### config.mk
export PLATFORM = sky130hd
export DESIGN_NAME = prog_uart_loader
export DESIGN_NICKNAME = d
export VERILOG_FILES = /design/src/rtl/prog_loader_pkg.sv /design/src/rtl/prog_uart_loader_rx.sv /design/src/rtl/prog_uart_loader.sv
export SDC_FILE = /design/constraint.sdc
export NUM_CORES = 1
export LEC_CHECK = 0
export ABC_CLOCK_PERIOD_IN_PS = 3050
export CELL_PAD_IN_SITES_DETAIL_PLACEMENT = 1
export CELL_PAD_IN_SITES_GLOBAL_PLACEMENT = 2
export CORE_MARGIN = 2
export CORE_UTILIZATION = 40
export CTS_BUF_LIST = sky130_fd_sc_hd__clkbuf_4 sky130_fd_sc_hd__clkbuf_8 sky130_fd_sc_hd__clkbuf_16
export DETAILED_ROUTE_END_ITERATION = 8
export DONT_BUFFER_PORTS = 1
export HOLD_SLACK_MARGIN = 0.06
export PLACE_DENSITY_LB_ADDON = 0.1
export SYNTH_ARGS = -nofsm -noshare
export SYNTH_HDL_FRONTEND = slang
export SYNTH_SLANG_ARGS = --single-unit
### constraint.sdc
create_clock -name clock -period 3.05 [get_ports clock]
set_input_delay 0.1525 -clock clock [delete_from_list [all_inputs] [get_ports clock]]
set_output_delay 0.1525 -clock clock [all_outputs]
set_load 0.02 [all_outputs]
### src/rtl/prog_loader_pkg.sv
// Shared constants for the UART program loader: FSM state codes, bit-timing helpers.
// Optional checksum state exists only when PROG_LOADER_CHECKSUM_EN is defined.
package prog_loader_pkg;

  localparam int HDR_BYTES  = 2;
  localparam int DEF_CLK_HZ = 23_000_000;
  localparam int DEF_BAUD   = 128_000;

  // Cycles per UART bit, truncated toward zero.
  function automatic int calc_div(input int clk_hz, input int baud);
    return clk_hz / baud;
  endfunction

  function automatic int calc_half_div(input int div);
    return div / 2;
  endfunction

  localparam int DEF_DIV = calc_div(DEF_CLK_HZ, DEF_BAUD);

  typedef logic [2:0] state_t;
  localparam state_t S_IDLE = 3'd0;
  localparam state_t S_HDR0 = 3'd1;
  localparam state_t S_HDR1 = 3'd2;
  localparam state_t S_DATA = 3'd3;
  localparam state_t S_DONE = 3'd4;
  localparam state_t S_ERR  = 3'd5;
`ifdef PROG_LOADER_CHECKSUM_EN
  localparam state_t S_CKSUM = 3'd6;
`endif

  typedef logic [1:0] rx_state_t;
  localparam rx_state_t RX_IDLE  = 2'd0;
  localparam rx_state_t RX_START = 2'd1;
  localparam rx_state_t RX_DATA  = 2'd2;
  localparam rx_state_t RX_STOP  = 2'd3;

endpackage

### src/rtl/prog_uart_loader_rx.sv
// 8N1 UART byte receiver: 2-flop synchronizer, mid-bit sampling, glitch rejection
// on the start bit, one-cycle byte_valid_o / frame_err_o pulses.
module uart_rx_byte
  import prog_loader_pkg::*;
#(
  parameter int DIV = DEF_DIV
) (
  input  logic       clock,
  input  logic       reset,
  input  logic       rx_i,
  output logic [7:0] byte_o,
  output logic       byte_valid_o,
  output logic       frame_err_o
);

  localparam int HALF_DIV = calc_half_div(DIV);
  localparam int CNT_W    = $clog2(DIV + 1);
  typedef logic [CNT_W-1:0] cnt_t;
  localparam cnt_t BIT_LAST  = cnt_t'(DIV - 1);
  localparam cnt_t HALF_LAST = cnt_t'(HALF_DIV - 1);

  logic      rx_meta_q, rx_sync_q, rx_prev_q;
  rx_state_t state_q, state_d;
  cnt_t      cnt_q, cnt_d;
  logic [2:0] bit_idx_q, bit_idx_d;
  logic [7:0] shift_q, shift_d;
  logic      byte_valid_q, byte_valid_d;
  logic      frame_err_q, frame_err_d;
  logic      fall;

  // Synchronizer flops reset to the idle-high line level so reset exit is not a start edge.
  always_ff @(posedge clock or negedge reset) begin
    if (!reset) begin
      rx_meta_q <= 1'b1;
      rx_sync_q <= 1'b1;
      rx_prev_q <= 1'b1;
    end else begin
      rx_meta_q <= rx_i;
      rx_sync_q <= rx_meta_q;
      rx_prev_q <= rx_sync_q;
    end
  end

  assign fall = rx_prev_q & ~rx_sync_q;

  always_comb begin
    // NOTE: every next-state signal gets a default first so no path can infer a latch.
    state_d      = state_q;
    cnt_d        = cnt_q;
    bit_idx_d    = bit_idx_q;
    shift_d      = shift_q;
    byte_valid_d = 1'b0;
    frame_err_d  = 1'b0;
    case (state_q)
      RX_IDLE: begin
        if (fall) begin
          state_d = RX_START;
          cnt_d   = '0;
        end
      end
      RX_START: begin
        if (cnt_q == HALF_LAST) begin
          cnt_d     = '0;
          bit_idx_d = '0;
          state_d   = rx_sync_q ? RX_IDLE : RX_DATA;
        end else begin
          cnt_d = cnt_q + 1'b1;
        end
      end
      RX_DATA: begin
        if (cnt_q == BIT_LAST) begin
          cnt_d   = '0;
          shift_d = {rx_sync_q, shift_q[7:1]};
          if (bit_idx_q == 3'd7) state_d = RX_STOP;
          else                   bit_idx_d = bit_idx_q + 1'b1;
        end else begin
          cnt_d = cnt_q + 1'b1;
        end
      end
      RX_STOP: begin
        if (cnt_q == BIT_LAST) begin
          state_d      = RX_IDLE;
          cnt_d        = '0;
          byte_valid_d = rx_sync_q;
          frame_err_d  = ~rx_sync_q;
        end else begin
          cnt_d = cnt_q + 1'b1;
        end
      end
      default: state_d = RX_IDLE;
    endcase
  end

  // NOTE: sequential state uses non-blocking assignments so all flops update together.
  always_ff @(posedge clock or negedge reset) begin
    if (!reset) begin
      state_q      <= RX_IDLE;
      cnt_q        <= '0;
      bit_idx_q    <= '0;
      shift_q      <= '0;
      byte_valid_q <= 1'b0;
      frame_err_q  <= 1'b0;
    end else begin
      state_q      <= state_d;
      cnt_q        <= cnt_d;
      bit_idx_q    <= bit_idx_d;
      shift_q      <= shift_d;
      byte_valid_q <= byte_valid_d;
      frame_err_q  <= frame_err_d;
    end
  end

  assign byte_o       = shift_q;
  assign byte_valid_o = byte_valid_q;
  assign frame_err_o  = frame_err_q;

endmodule

### src/rtl/prog_uart_loader.sv
// Loads a length-prefixed little-endian program image from UART into instruction memory.
// Define PROG_LOADER_CHECKSUM_EN to require a trailing XOR checksum byte.
module prog_uart_loader
  import prog_loader_pkg::*;
#(
  parameter int CLK_HZ    = DEF_CLK_HZ,
  parameter int BAUD      = DEF_BAUD,
  parameter int ADDR_W    = 14,
  parameter int MAX_WORDS = 16384
) (
  input  logic              clock,
  input  logic              reset,
  input  logic              start,
  input  logic              rx,
  output logic              prog_we,
  output logic [ADDR_W-1:0] prog_addr,
  output logic [31:0]       prog_wdata,
  output logic              loading,
  output logic              done,
  output logic              err
);

  localparam int DIV = calc_div(CLK_HZ, BAUD);

`ifdef PROG_LOADER_CHECKSUM_EN
  localparam state_t S_AFTER_DATA = S_CKSUM;
`else
  localparam state_t S_AFTER_DATA = S_DONE;
`endif

  logic [7:0] rx_byte;
  logic       rx_valid, rx_ferr;

  uart_rx_byte #(.DIV(DIV)) u_rx (
    .clock        (clock),
    .reset        (reset),
    .rx_i         (rx),
    .byte_o       (rx_byte),
    .byte_valid_o (rx_valid),
    .frame_err_o  (rx_ferr)
  );

  state_t              state_q, state_d;
  logic [15:0]         n_words_q, n_words_d;
  logic [1:0]          lane_q, lane_d;
  logic [ADDR_W-1:0]   word_idx_q, word_idx_d;
  logic [23:0]         asm_q, asm_d;
  logic                prog_we_q, prog_we_d;
  logic [ADDR_W-1:0]   prog_addr_q, prog_addr_d;
  logic [31:0]         prog_wdata_q, prog_wdata_d;
  logic                loading_q, done_q, err_q;
  logic [15:0]         hdr_n;
  logic                last_word;
`ifdef PROG_LOADER_CHECKSUM_EN
  logic [7:0]          cksum_q, cksum_d;
`endif

  assign hdr_n     = {rx_byte, n_words_q[7:0]};
  assign last_word = (17'(word_idx_q) == (17'(n_words_q) - 17'd1));

  always_comb begin
    state_d      = state_q;
    n_words_d    = n_words_q;
    lane_d       = lane_q;
    word_idx_d   = word_idx_q;
    asm_d        = asm_q;
    prog_we_d    = 1'b0;
    prog_addr_d  = prog_addr_q;
    prog_wdata_d = prog_wdata_q;
`ifdef PROG_LOADER_CHECKSUM_EN
    cksum_d      = cksum_q;
    if (rx_valid) cksum_d = cksum_q ^ rx_byte;
`endif
    case (state_q)
      S_IDLE, S_DONE, S_ERR: begin
        if (start) begin
          state_d    = S_HDR0;
          lane_d     = '0;
          word_idx_d = '0;
`ifdef PROG_LOADER_CHECKSUM_EN
          cksum_d    = '0;
`endif
        end
      end
      S_HDR0: begin
        if (rx_ferr) begin
          state_d = S_ERR;
        end else if (rx_valid) begin
          n_words_d[7:0] = rx_byte;
          state_d        = S_HDR1;
        end
      end
      S_HDR1: begin
        if (rx_ferr) begin
          state_d = S_ERR;
        end else if (rx_valid) begin
          n_words_d = hdr_n;
          if (hdr_n == 16'd0)                      state_d = S_AFTER_DATA;
          else if (17'(hdr_n) > 17'(MAX_WORDS))    state_d = S_ERR;
          else                                     state_d = S_DATA;
        end
      end
      S_DATA: begin
        if (rx_ferr) begin
          state_d = S_ERR;
        end else if (rx_valid) begin
          if (lane_q == 2'd3) begin
            prog_we_d    = 1'b1;
            prog_addr_d  = word_idx_q;
            prog_wdata_d = {rx_byte, asm_q};
            lane_d       = '0;
            word_idx_d   = word_idx_q + 1'b1;
            if (last_word) state_d = S_AFTER_DATA;
          end else begin
            asm_d[8*lane_q +: 8] = rx_byte;
            lane_d               = lane_q + 1'b1;
          end
        end
      end
`ifdef PROG_LOADER_CHECKSUM_EN
      S_CKSUM: begin
        if (rx_ferr)       state_d = S_ERR;
        else if (rx_valid) state_d = (rx_byte == cksum_q) ? S_DONE : S_ERR;
      end
`endif
      default: state_d = S_IDLE;
    endcase
  end

  always_ff @(posedge clock or negedge reset) begin
    if (!reset) begin
      state_q      <= S_IDLE;
      n_words_q    <= '0;
      lane_q       <= '0;
      word_idx_q   <= '0;
      asm_q        <= '0;
      prog_we_q    <= 1'b0;
      prog_addr_q  <= '0;
      prog_wdata_q <= '0;
      loading_q    <= 1'b0;
      done_q       <= 1'b0;
      err_q        <= 1'b0;
    end else begin
      state_q      <= state_d;
      n_words_q    <= n_words_d;
      lane_q       <= lane_d;
      word_idx_q   <= word_idx_d;
      asm_q        <= asm_d;
      prog_we_q    <= prog_we_d;
      prog_addr_q  <= prog_addr_d;
      prog_wdata_q <= prog_wdata_d;
      // Status flags track the state being entered, so they change with the write strobe.
      loading_q    <= (state_d == S_HDR0) || (state_d == S_HDR1) || (state_d == S_DATA)
`ifdef PROG_LOADER_CHECKSUM_EN
                      || (state_d == S_CKSUM)
`endif
                      ;
      done_q       <= (state_d == S_DONE);
      err_q        <= (state_d == S_ERR);
    end
  end

`ifdef PROG_LOADER_CHECKSUM_EN
  always_ff @(posedge clock or negedge reset) begin
    if (!reset) cksum_q <= '0;
    else        cksum_q <= cksum_d;
  end
`endif

  assign prog_we    = prog_we_q;
  assign prog_addr  = prog_addr_q;
  assign prog_wdata = prog_wdata_q;
  assign loading    = loading_q;
  assign done       = done_q;
  assign err        = err_q;

endmodule

==> impl_results.md, run 1 <==
- Nets: 693
- Library cells used by synthesis: 61
- Status: finished with violations
- CTS Hold Buffers Added: 2
- Post-synth ARST share: 100%
- Fin. Hold Viols: 135
- DPL Wire Length: 10700 µm
- Setup bufs post-CTS: 0
- Iteration-0 DRC Markers: 205
- CP max FO: 8
- Setup crit start kind: flop
- Slowest CP cell: nor3b_4
- Critical path class: flop to flop
- Post-Route WL: 16100 µm
- Required time worst endpoint: 3.34 ns
- Core area: 15700 µm²
- Share of the synthesized area in the top cell type: 51.8%
- Die height: 130 µm
- Layout area overhead: 13.7%
- Site row count: 46
- Clk sinks: 135
- Pin count of the biggest net entering global routing: 136
- Share of cells above drive strength 1: 12.6%
- Worst slew margin: 38.2%
- CTS root buf: clkbuf_16
- H-tree level count: 4
- DRT Pass-1 Iters: 4
- RSZ-0062 raised after global routing: false
- Dpl ws: 0.200 ns
- Clock buffer depth: 2
- PwrDens: 574 nW/µm²
- Vias in the first global route: 4775
- Post-Syn Instances: 676
- Num ports: 54
- Routed vias: 4701
- PortBufs: 0
- Drt drc: 0
- Top post-synthesis cells by area: dfrtp_1 (52%), nand2_1 (13%), mux2_2 (4.4%)
- GP Congestion: 0.852
- Via-to-Cell Ratio: 5.19
- Die Area: 17000 µm²
- Commonest cells in the synthesized netlist: nand2_1 (221), dfrtp_1 (132), o21ai_0 (41)
- Met1 Routed Length: 7370 µm
- Failing checks: hold timing
- Setup TNS: 0 ns
- Yosys warnings: 0
- CP arrival: 3.12 ns
- Cell area after synthesis: 6370 µm²
- Die Span X: 130 µm
- Post-DRT Antenna Nets: 0
- Syn_area_per_cell: 9.42 µm²
- Setup slack, reg-to-reg: 0.22 ns
- Initial antenna violation count: 0
- Max Cap Violations: 0
- Max Clock Freq: 354 MHz
- Post-synth EDFFs: 0
- Worst setup EP type: flop
- CTS tree: built
- Post-synth top area cell: dfrtp_1
- Met2 WL: 7640 µm
- Later-pin clock latency in the skew report: 0.42 ns
- # fillers: 1774
- Peak VDD IR: 0.000376 V
- Slowest stage delay, CP: 0.45 ns
- Worst Tran Pin Value: 0.925 ns
- Final Worst Setup Slack: 0.222 ns
- Slew Limit Fails: 0
- #FFs+latches synth: 135
- Hold Slack: -0.577 ns
- Global-route wire length before repair: 25900 µm
- Top Metal Used: met4
- Sequential fraction of the synthesis area: 53.1%
- Min cycle time layout: 2.83 ns
- Initial Util: 40.5%
- HP Class: input port to async pin
- Clock transition at path regs: 0.06 ns
- Synth Flop Type: dfrtp_1
- Tcrit/Tclk final: 92.7%
- Leak: 3.44 nW
- Reg2Reg Launch Point: n_words_q[0]
- Ordered list of cells on the worst path: inv_1 -> ha_1 -> nor3b_4 -> mux2_4 -> mux2i_1 -> a2111o_1 -> a2111oi_4 -> nand2b_4 -> a311oi_1
- Grt ovf: 0
- Ant diodes: 0
- WL/cell: 17.7 µm
- Total GRT Usage: 20.3%
- Met3 WL post-DR: 737 µm
- Fin Clk Skew: 0.00833 ns
- Final setup viols: 0
- TritonCTS buffer count: 17
- Post-synth net total: 692
- Top-count cell post-synth: nand2_1
- Critical Path Start: n_words_q[0]
-- where the power goes --
group,switching [mW],total (mW),internal (mW),leakage [nW]
clock,0.781,2.09,1.31,0.293
combinational,0.109,0.188,0.0788,1.33
sequential,0.0526,1.88,1.83,1.82
-- kinds of logic after synthesis --
logic type / count (synthesis) / share of synthesized area (%)
XOR/XNOR: 30 / 4.12
AO/OA/AOI/OAI: 80 / 8.23
flip-flops: 135 / 53.1
adder cells (fa/ha/maj): 12 / 2.36
multiplexers: 29 / 5.13
buffers and inverters: 50 / 3.24
AND/OR/NAND/NOR: 340 / 23.8
-- what timing repair did --
action	4_1_cts	5_1_grt
setup endpoints to repair	0	2
resized for setup	0	1
endpoints found under the hold margin	137	135
-- cell usage in the layout, fill, tap and decap left out, drive strengths merged, types with 3 or more instances in the layout --
cell / instances
a211oi: 3
a21oi: 10
a221oi: 3
a31oi: 3
and2: 3
and3: 6
buf: 16
clkbuf: 23
clkinv: 5
clkinvlp: 3
dfrtp: 132
dfstp: 3
ha: 12
inv: 13
mux2: 26
mux2i: 3
nand2: 221
nand2b: 6
nand3: 9
nand3b: 4
nand4: 12
nor2: 36
nor2b: 4
nor3: 16
nor3b: 6
nor4: 4
o211ai: 3
o21ai: 41
o31ai: 3
or4: 3
xnor2: 8
xor2: 22
-- final timing paths --
path	endpoint	cells after the start
worst max-delay path	loading	9
min in group clock	loading	4
worst min register to register	u_rx.rx_sync_q	0
max in group asynchronous	u_rx.rx_meta_q	0
worst min-delay path	prog_wdata[3]	0
worst max register to register	loading	9
-- worst max-delay path: cells and delay by family, from the launching register on --
kind,cells,cell delay (ns)
flops,1,0.43
fa+ha+maj,1,0.29
compound gates,3,0.90
mux,2,0.31
buf+inv,1,0.09
simple gates,2,0.67
-- layer usage --
metal / GRT usage [%] / up-vias
met3: 4.88 / 22
li1: - / 2271
met4: 7.84 / 0
met2: 32.9 / 72
met5: 0 / -
met1: 26.3 / 2336
-- cell type report --
type	instances	area (µm²)	share of cell area, %
Sequential cell	135	3380	46.7
Clock inverter	9	118	1.62
Inverter	14	52.6	0.725
Timing Repair Buffer	18	140	1.93
Multi-Input combinational cell	491	2790	38.5
Tap cell	216	270	3.73
Clock buffer	23	495	6.84
-- state kept, by name, summed over array words and instances, names as in the netlist, 2 cells and up, named ones only --
| register | flops |
|---|---|
| prog_wdata | 32 |
| asm_q | 24 |
| n_words_q | 16 |
| prog_addr | 14 |
| word_idx_q | 14 |
| u_rx.byte_o | 8 |
| u_rx.cnt_q | 8 |
| state_q | 3 |
| u_rx.bit_idx_q | 3 |
| lane_q | 2 |
-- metrics by stage --
stage               instances  total power, mW  area, µm²  util [%]  hold WS (ns)
floorplan                 676             2.05       6370         -        -0.143
global placement          872             2.09       6610      42.1        -0.140
detailed placement        872             2.10       6610      42.1        -0.140
CTS                       906             4.22       7240      46.1        -0.596
global route              906             4.34       7250      46.1        -0.602
finish                    906             4.16       7250      46.1        -0.577
Note: power is estimated with default switching activity, not from simulation.
==> inputs of run 2 (changes only) <==
- REMOVE_ABC_BUFFERS: unset -> 1
==> run 2 against run 1 <==
Compared with the run above: the run still ends with hold timing left; power is 1.7% higher; sequential share of layout area is 0.088 points lower; sequential power hardly changed; cell count stayed put; first-iteration DRC count is 4.4% lower; maximum frequency is 1.9% lower; wire length is 5.0% lower; global-route usage is 0.87 points lower; worst setup slack worse by 0.055 ns; non-clock buffer count stayed put.
==> impl_results.md, run 2 (synthesized netlist as in run 1, its figures left out) <==
- Status: finished with violations (unchanged)
- Failing checks: hold timing (unchanged)
- Post-DRT Antenna Nets: 0 (unchanged)
- PortBufs: 0 (unchanged)
- Num ports: 54 (unchanged)
- Worst setup EP type: flop (unchanged)
- CTS root buf: clkbuf_16 (unchanged)
- Sequential Power Share: 44.4% (was 45.2%)
- Routed vias: 4665 (was 4701)
- Area after DPL: 6610 µm² (about the same)
- GP Congestion: 0.851 (was 0.852)
- Nets: 693 (unchanged)
- Die Area: 17000 µm² (unchanged)
- Iteration-0 DRC Markers: 196 (was 205)
- PwrDens: 583 nW/µm² (was 574 nW/µm²)
- CTS tree: built (unchanged)
- DPL Wire Length: 10200 µm (was 10700 µm)
- Worst Tran Pin Value: 0.538 ns (was 0.925 ns)
- Setup TNS: 0 ns (unchanged)
- Critical path class: flop to flop (unchanged)
- Max FFs per register: 32 (unchanged)
- Later-pin clock latency in the skew report: 0.42 ns (about the same)
- Drt drc: 0 (unchanged)
- Fin Clk Skew: 0.0110 ns (was 0.00833 ns)
- CTS Hold Buffers Added: 2 (unchanged)
- Pwr Total: 4.23 mW (was 4.16 mW)
- Clock transition at path regs: 0.06 ns (about the same)
- Min cycle time layout: 2.88 ns (was 2.83 ns)
- Die height: 130 µm (unchanged)
- Combinational share of power: 4.3% (was 4.5%)
- Global-route wire length before repair: 25200 µm (was 25900 µm)
- Post-Route WL: 15300 µm (was 16100 µm)
- Tcrit/Tclk final: 94.5% (was 92.7%)
- Die Span X: 130 µm (unchanged)
- Max Cap Violations: 0 (unchanged)
- Critical Path Start: n_words_q[0] (unchanged)
- H-tree level count: 4 (unchanged)
- Core area: 15700 µm² (unchanged)
- Setup crit start kind: flop (unchanged)
- Initial Util: 40.5% (unchanged)
- Clock buffer depth: 2 (unchanged)
- Slew Limit Fails: 0 (unchanged)
- Layout area overhead: 14.0% (was 13.7%)
- Most frequent cells in the layout: nand2_1 (220), dfrtp_1 (132), o21ai_0 (41) (was nand2_1 (221), dfrtp_1 (132), o21ai_0 (41))
- Design area: 7260 µm² (was 7250 µm²)
- Share of cells above drive strength 1: 12.6% (unchanged)
- CP arrival: 3.16 ns (was 3.12 ns)
- Clk pwr share: 51.3% (was 50.3%)
- Leak: 3.46 nW (was 3.44 nW)
- P_sw: 0.885 mW (was 0.943 mW)
- # fillers: 1808 (was 1774)
- Setup bufs post-CTS: 0 (unchanged)
- TritonCTS buffer count: 17 (unchanged)
- CTS resizes: 0 (unchanged)
- Pin count of the biggest net entering global routing: 136 (unchanged)
- Initial antenna violation count: 0 (unchanged)
- Grt ovf: 0 (unchanged)
- Ant diodes: 0 (unchanged)
- Most common cell after layout, fill and taps aside: nand2_1 (unchanged)
- RSZ-0062 raised after global routing: false (unchanged)
- Via-to-Cell Ratio: 5.15 (was 5.19)
- HP Class: input port to async pin (unchanged)
- CP max FO: 8 (unchanged)
- Sw Share: 20.9% (was 22.7%)
- Required time worst endpoint: 3.32 ns (was 3.34 ns)
- Site row count: 46 (unchanged)
- Clk sinks: 135 (unchanged)
- Fin. Hold Viols: 135 (unchanged)
- WL/cell: 16.8 µm (was 17.7 µm)
- Reg2Reg Launch Point: n_words_q[0] (unchanged)
- Max Clock Freq: 347 MHz (was 354 MHz)
- Hold Slack: -0.563 ns (was -0.577 ns)
- Worst slew margin: 63.8% (was 38.2%)
- Final setup viols: 0 (unchanged)
- DRT Pass-1 Iters: 4 (unchanged)
- Total GRT Usage: 19.4% (was 20.3%)
- Internal Pwr Total: 3.35 mW (was 3.22 mW)
- Vias in the first global route: 4802 (was 4775)
- Peak VDD IR: 0.000341 V (was 0.000376 V)
run 2: cell types whose count changed in the layout (fill, tap and decap cells not counted):
cell / change
clkinvlp_4: -2
clkbuf_4: +2
nand2_2: +1
nand2_1: -1
a221oi_1: +1
a221oi_2: -1
bufinv_16: +2
clkinv_4: -4
clkinv_2: +4
clkbuf_8: -2
run 2: worst paths after layout:
path / slack [ns] / to / cells past startpoint
max: 0.17 / loading / 9
min: -0.56 / prog_we / 0
max reg2reg: 0.17 / loading / 9
min reg2reg: 0.36 / u_rx.rx_sync_q / 0
max in group asynchronous: 3.28 / u_rx.rx_meta_q / 0
min in group clock: 0.11 / state_q[2] / 3
run 2: area by class of cell:
cell class	instances	area, µm²	share of cell area [%]
timing repair buffer	18	140	1.93
multi-input combinational	491	2790	38.4
sequential	135	3380	46.6
inverter	14	52.6	0.724
clock buffer	23	483	6.65
clock inverter	9	148	2.03
tap	216	270	3.72
run 2: worst max-delay path, cell delays in order, from the launching register on:
cell	delay, ns
dfrtp_1	0.43
inv_1	0.10
ha_1	0.26
nor3b_4	0.43
mux2_4	0.23
mux2i_1	0.06
a2111o_1	0.46
a2111oi_4	0.43
nand2b_4	0.23
a311oi_1	0.11
run 2: per-stage QoR:
| step | setup slack, ns | utilization [%] | hold WS [ns] | cells |
|---|---|---|---|---|
| floorplan | -0.716 | - | -0.143 | 640 |
| global placement | 0.307 | 42.1 | -0.139 | 872 |
| detailed placement | 0.189 | 42.1 | -0.139 | 872 |
| CTS | 0.155 | 46.2 | -0.586 | 906 |
| global route | 0.0134 | 46.2 | -0.590 | 906 |
| finish | 0.167 | 46.2 | -0.563 | 906 |
run 2: layer usage:
layer,global-route usage [%],wire (µm)
met4,7.46,257
met5,0,0
met3,4.18,568
met1,26.3,7270
met2,30.6,7160
run 2: power by group through the flow:
stage | clock network [mW] | logic (mW) | registers, mW
finish | 2.17 | 0.180 | 1.88
global route | 2.31 | 0.212 | 1.89
CTS | 2.24 | 0.188 | 1.88
detailed placement | 0 | 0.185 | 1.91
global placement | 0 | 0.179 | 1.91
floorplan | 0 | 0.137 | 1.90
==> inputs of run 3 (changes only) <==
- CELL_PAD_IN_SITES_DETAIL_PLACEMENT: 1 -> unset
- CELL_PAD_IN_SITES_GLOBAL_PLACEMENT: 2 -> unset
- CORE_UTILIZATION: 40 -> 63
- PLACE_DENSITY: unset -> 0.79
- PLACE_DENSITY_LB_ADDON: 0.1 -> unset
==> run 3 against run 2 <==
Compared with the run above: the flow still finishes with violations (hold timing); register-to-register slack improved by 0.05 ns; critical path type unchanged; sequential share of layout area rose by 1.3 points; die area fell by 36%.
==> impl_results.md, run 3 (synthesized netlist as in run 1, its figures left out) <==
- Clk sinks: 135 (unchanged)
- DRT Pass-1 Iters: 5 (was 4)
- Die Span X: 105 µm (was 130 µm)
- Clock buffer depth: 2 (unchanged)
- Most frequent cells in the layout: nand2_1 (221), dfrtp_1 (132), o21ai_0 (41) (was nand2_1 (220), dfrtp_1 (132), o21ai_0 (41))
- Max Clock Freq: 353 MHz (was 347 MHz)
- P_sw: 0.943 mW (was 0.885 mW)
- Slowest CP cell: a2111o_1 (unchanged)
- Final setup viols: 0 (unchanged)
- Worst setup EP type: flop (unchanged)
- GP Congestion: 0.910 (was 0.851)
- Core area: 9770 µm² (was 15700 µm²)
- Final Worst Setup Slack: 0.218 ns (was 0.167 ns)
- Most common cell after layout, fill and taps aside: nand2_1 (unchanged)
- CP max FO: 8 (unchanged)
- Drt drc: 0 (unchanged)
- Tcrit/Tclk final: 92.8% (was 94.5%)
- Clock transition at path regs: 0.06 ns (about the same)
- PwrDens: 573 nW/µm² (was 583 nW/µm²)
- Via-to-Cell Ratio: 5.75 (was 5.15)
- CP arrival: 3.23 ns (was 3.16 ns)
- Post-Route WL: 13600 µm (was 15300 µm)
- Hold Slack: -0.684 ns (was -0.563 ns)
- CTS Hold Buffers Added: 2 (unchanged)
- Sequential Power Share: 46.4% (was 44.4%)
- CTS tree: built (unchanged)
- Worst Tran Pin Value: 0.969 ns (was 0.538 ns)
- Status: finished with violations (unchanged)
- Internal Pwr Total: 3.11 mW (was 3.35 mW)
- Share of cells above drive strength 1: 11.8% (was 12.6%)
- Leak: 3.40 nW (was 3.46 nW)
- Pwr Total: 4.05 mW (was 4.23 mW)
- CTS root buf: clkbuf_8 (was clkbuf_16)
- Setup crit start kind: flop (unchanged)
- Global-route wire length before repair: 23200 µm (was 25200 µm)
- Iteration-0 DRC Markers: 298 (was 196)
- Initial antenna violation count: 0 (unchanged)
- Later-pin clock latency in the skew report: 0.53 ns (was 0.42 ns)
- Required time worst endpoint: 3.45 ns (was 3.32 ns)
- Clk pwr share: 49.0% (was 51.3%)
- Die height: 105 µm (was 130 µm)
- Dpl ws: 0.233 ns (was 0.189 ns)
- Nets: 689 (was 693)
- Peak VDD IR: 0.000419 V (was 0.000341 V)
- Critical path class: flop to flop (unchanged)
- Sw Share: 23.3% (was 20.9%)
- WL/cell: 16.6 µm (was 16.8 µm)
- H-tree level count: 4 (unchanged)
- Num ports: 54 (unchanged)
- Fin Clk Skew: 0.0109 ns (was 0.0110 ns)
- PortBufs: 0 (unchanged)
- Total GRT Usage: 27.1% (was 19.4%)
- Ant diodes: 0 (unchanged)
- Grt ovf: 0 (unchanged)
- Min cycle time layout: 2.83 ns (was 2.88 ns)
- TritonCTS buffer count: 17 (unchanged)
- Pin count of the biggest net entering global routing: 136 (unchanged)
- Initial Util: 65.2% (was 40.5%)
- Vias in the first global route: 4762 (was 4802)
- Ordered list of cells on the worst path: inv_1 -> ha_1 -> nor3b_4 -> mux2_4 -> mux2i_1 -> a2111o_1 -> a2111oi_4 -> nand2b_4 -> a311oi_1 (unchanged)
- Routed vias: 4700 (was 4665)
- HP Class: input port to async pin (unchanged)
- Max Cap Violations: 0 (unchanged)
- Die Area: 10900 µm² (was 17000 µm²)
- Slew Limit Fails: 0 (unchanged)
- # fillers: 745 (was 1808)
- Site row count: 36 (was 46)
- DPL Wire Length: 8950 µm (was 10200 µm)
- Failing checks: hold timing (unchanged)
- Post-DRT Antenna Nets: 0 (unchanged)
- Layout area overhead: 11.0% (was 14.0%)
- Slowest stage delay, CP: 0.45 ns (was 0.46 ns)
- RSZ-0062 raised after global routing: false (unchanged)
- Combinational share of power: 4.6% (was 4.3%)
- Worst slew margin: 35.3% (was 63.8%)
- Max FFs per register: 32 (unchanged)
- Fin. Hold Viols: 135 (unchanged)
run 3: cell count changes in the layout (fill, tap and decap cells not counted):
cell | previous run | this run
inv_6 | 0 | 5
buf_4 | 16 | 12
nand2_1 | 220 | 221
clkbuf_4 | 4 | 1
nand2_2 | 1 | 0
clkinv_2 | 4 | 1
clkbuf_16 | 17 | 16
clkinvlp_4 | 1 | 2
clkinv_4 | 0 | 2
bufinv_16 | 4 | 2
run 3: worst max-delay path, delay by kind of cell (launching register included):
family                     cells  cell delay (ns)
AOI/OAI and AO/OA              3             0.96
and+or+nand+nor                2             0.64
DFF                            1             0.43
muxes                          2             0.29
adders and majority gates      1             0.26
buffers and inverters          1             0.10
run 3: timing repair:
action                    in CTS  in global routing
hold endpoints to repair     140                135
setup buffers                  0                  0
resized for setup              0                  0
run 3: final timing paths:
kind	start	to	slack (ns)	depth (start not counted)
worst max-delay path	n_words_q[0]	loading	0.22	9
worst min-delay path	reset	prog_addr[11]	-0.68	0
worst max register to register	n_words_q[0]	loading	0.22	9
worst min register to register	u_rx.rx_meta_q	u_rx.rx_sync_q	0.37	0
max in group asynchronous	reset	u_rx.rx_prev_q	3.49	0
min in group clock	rx	u_rx.rx_meta_q	0.16	1
run 3: through the flow:
step | utilization (%) | instances | cell area (µm²) | setup TNS (ns)
after global routing | 72.3 | 818 | 7070 | 0
after CTS | 72.3 | 818 | 7070 | 0
after detailed placement | 66.2 | 785 | 6470 | 0
final | 72.3 | 818 | 7070 | 0
after floorplan | - | 640 | 6220 | -6.04
after global placement | 66.2 | 785 | 6470 | 0
run 3: area by class of cell:
cell class,count,area [µm²],share of cell area [%]
Tap cell,133,166,2.35
Timing Repair Buffer,14,110,1.56
Clock buffer,19,435,6.16
Multi-Input combinational cell,491,2780,39.4
Sequential cell,135,3380,47.8
Inverter,14,52.6,0.743
Clock inverter,12,141,2.00
run 3: power groups by stage:
| stage | Combinational, mW | Sequential, mW | Clock [mW] |
|---|---|---|---|
| 3_3_place_gp | 0.171 | 1.91 | 0 |
| 3_5_place_dp | 0.185 | 1.91 | 0 |
| 2_1_floorplan | 0.137 | 1.90 | 0 |
| 4_1_cts | 0.189 | 1.88 | 2.01 |
| 6_report | 0.186 | 1.88 | 1.99 |
| 5_1_grt | 0.223 | 1.89 | 2.09 |
run 3: per-layer routing:
layer	GRT usage (%)	part of all wire, %
met2	44.1	48
met3	5.74	6.6
met5	0	0
met4	12.6	2.4
met1	35.0	43
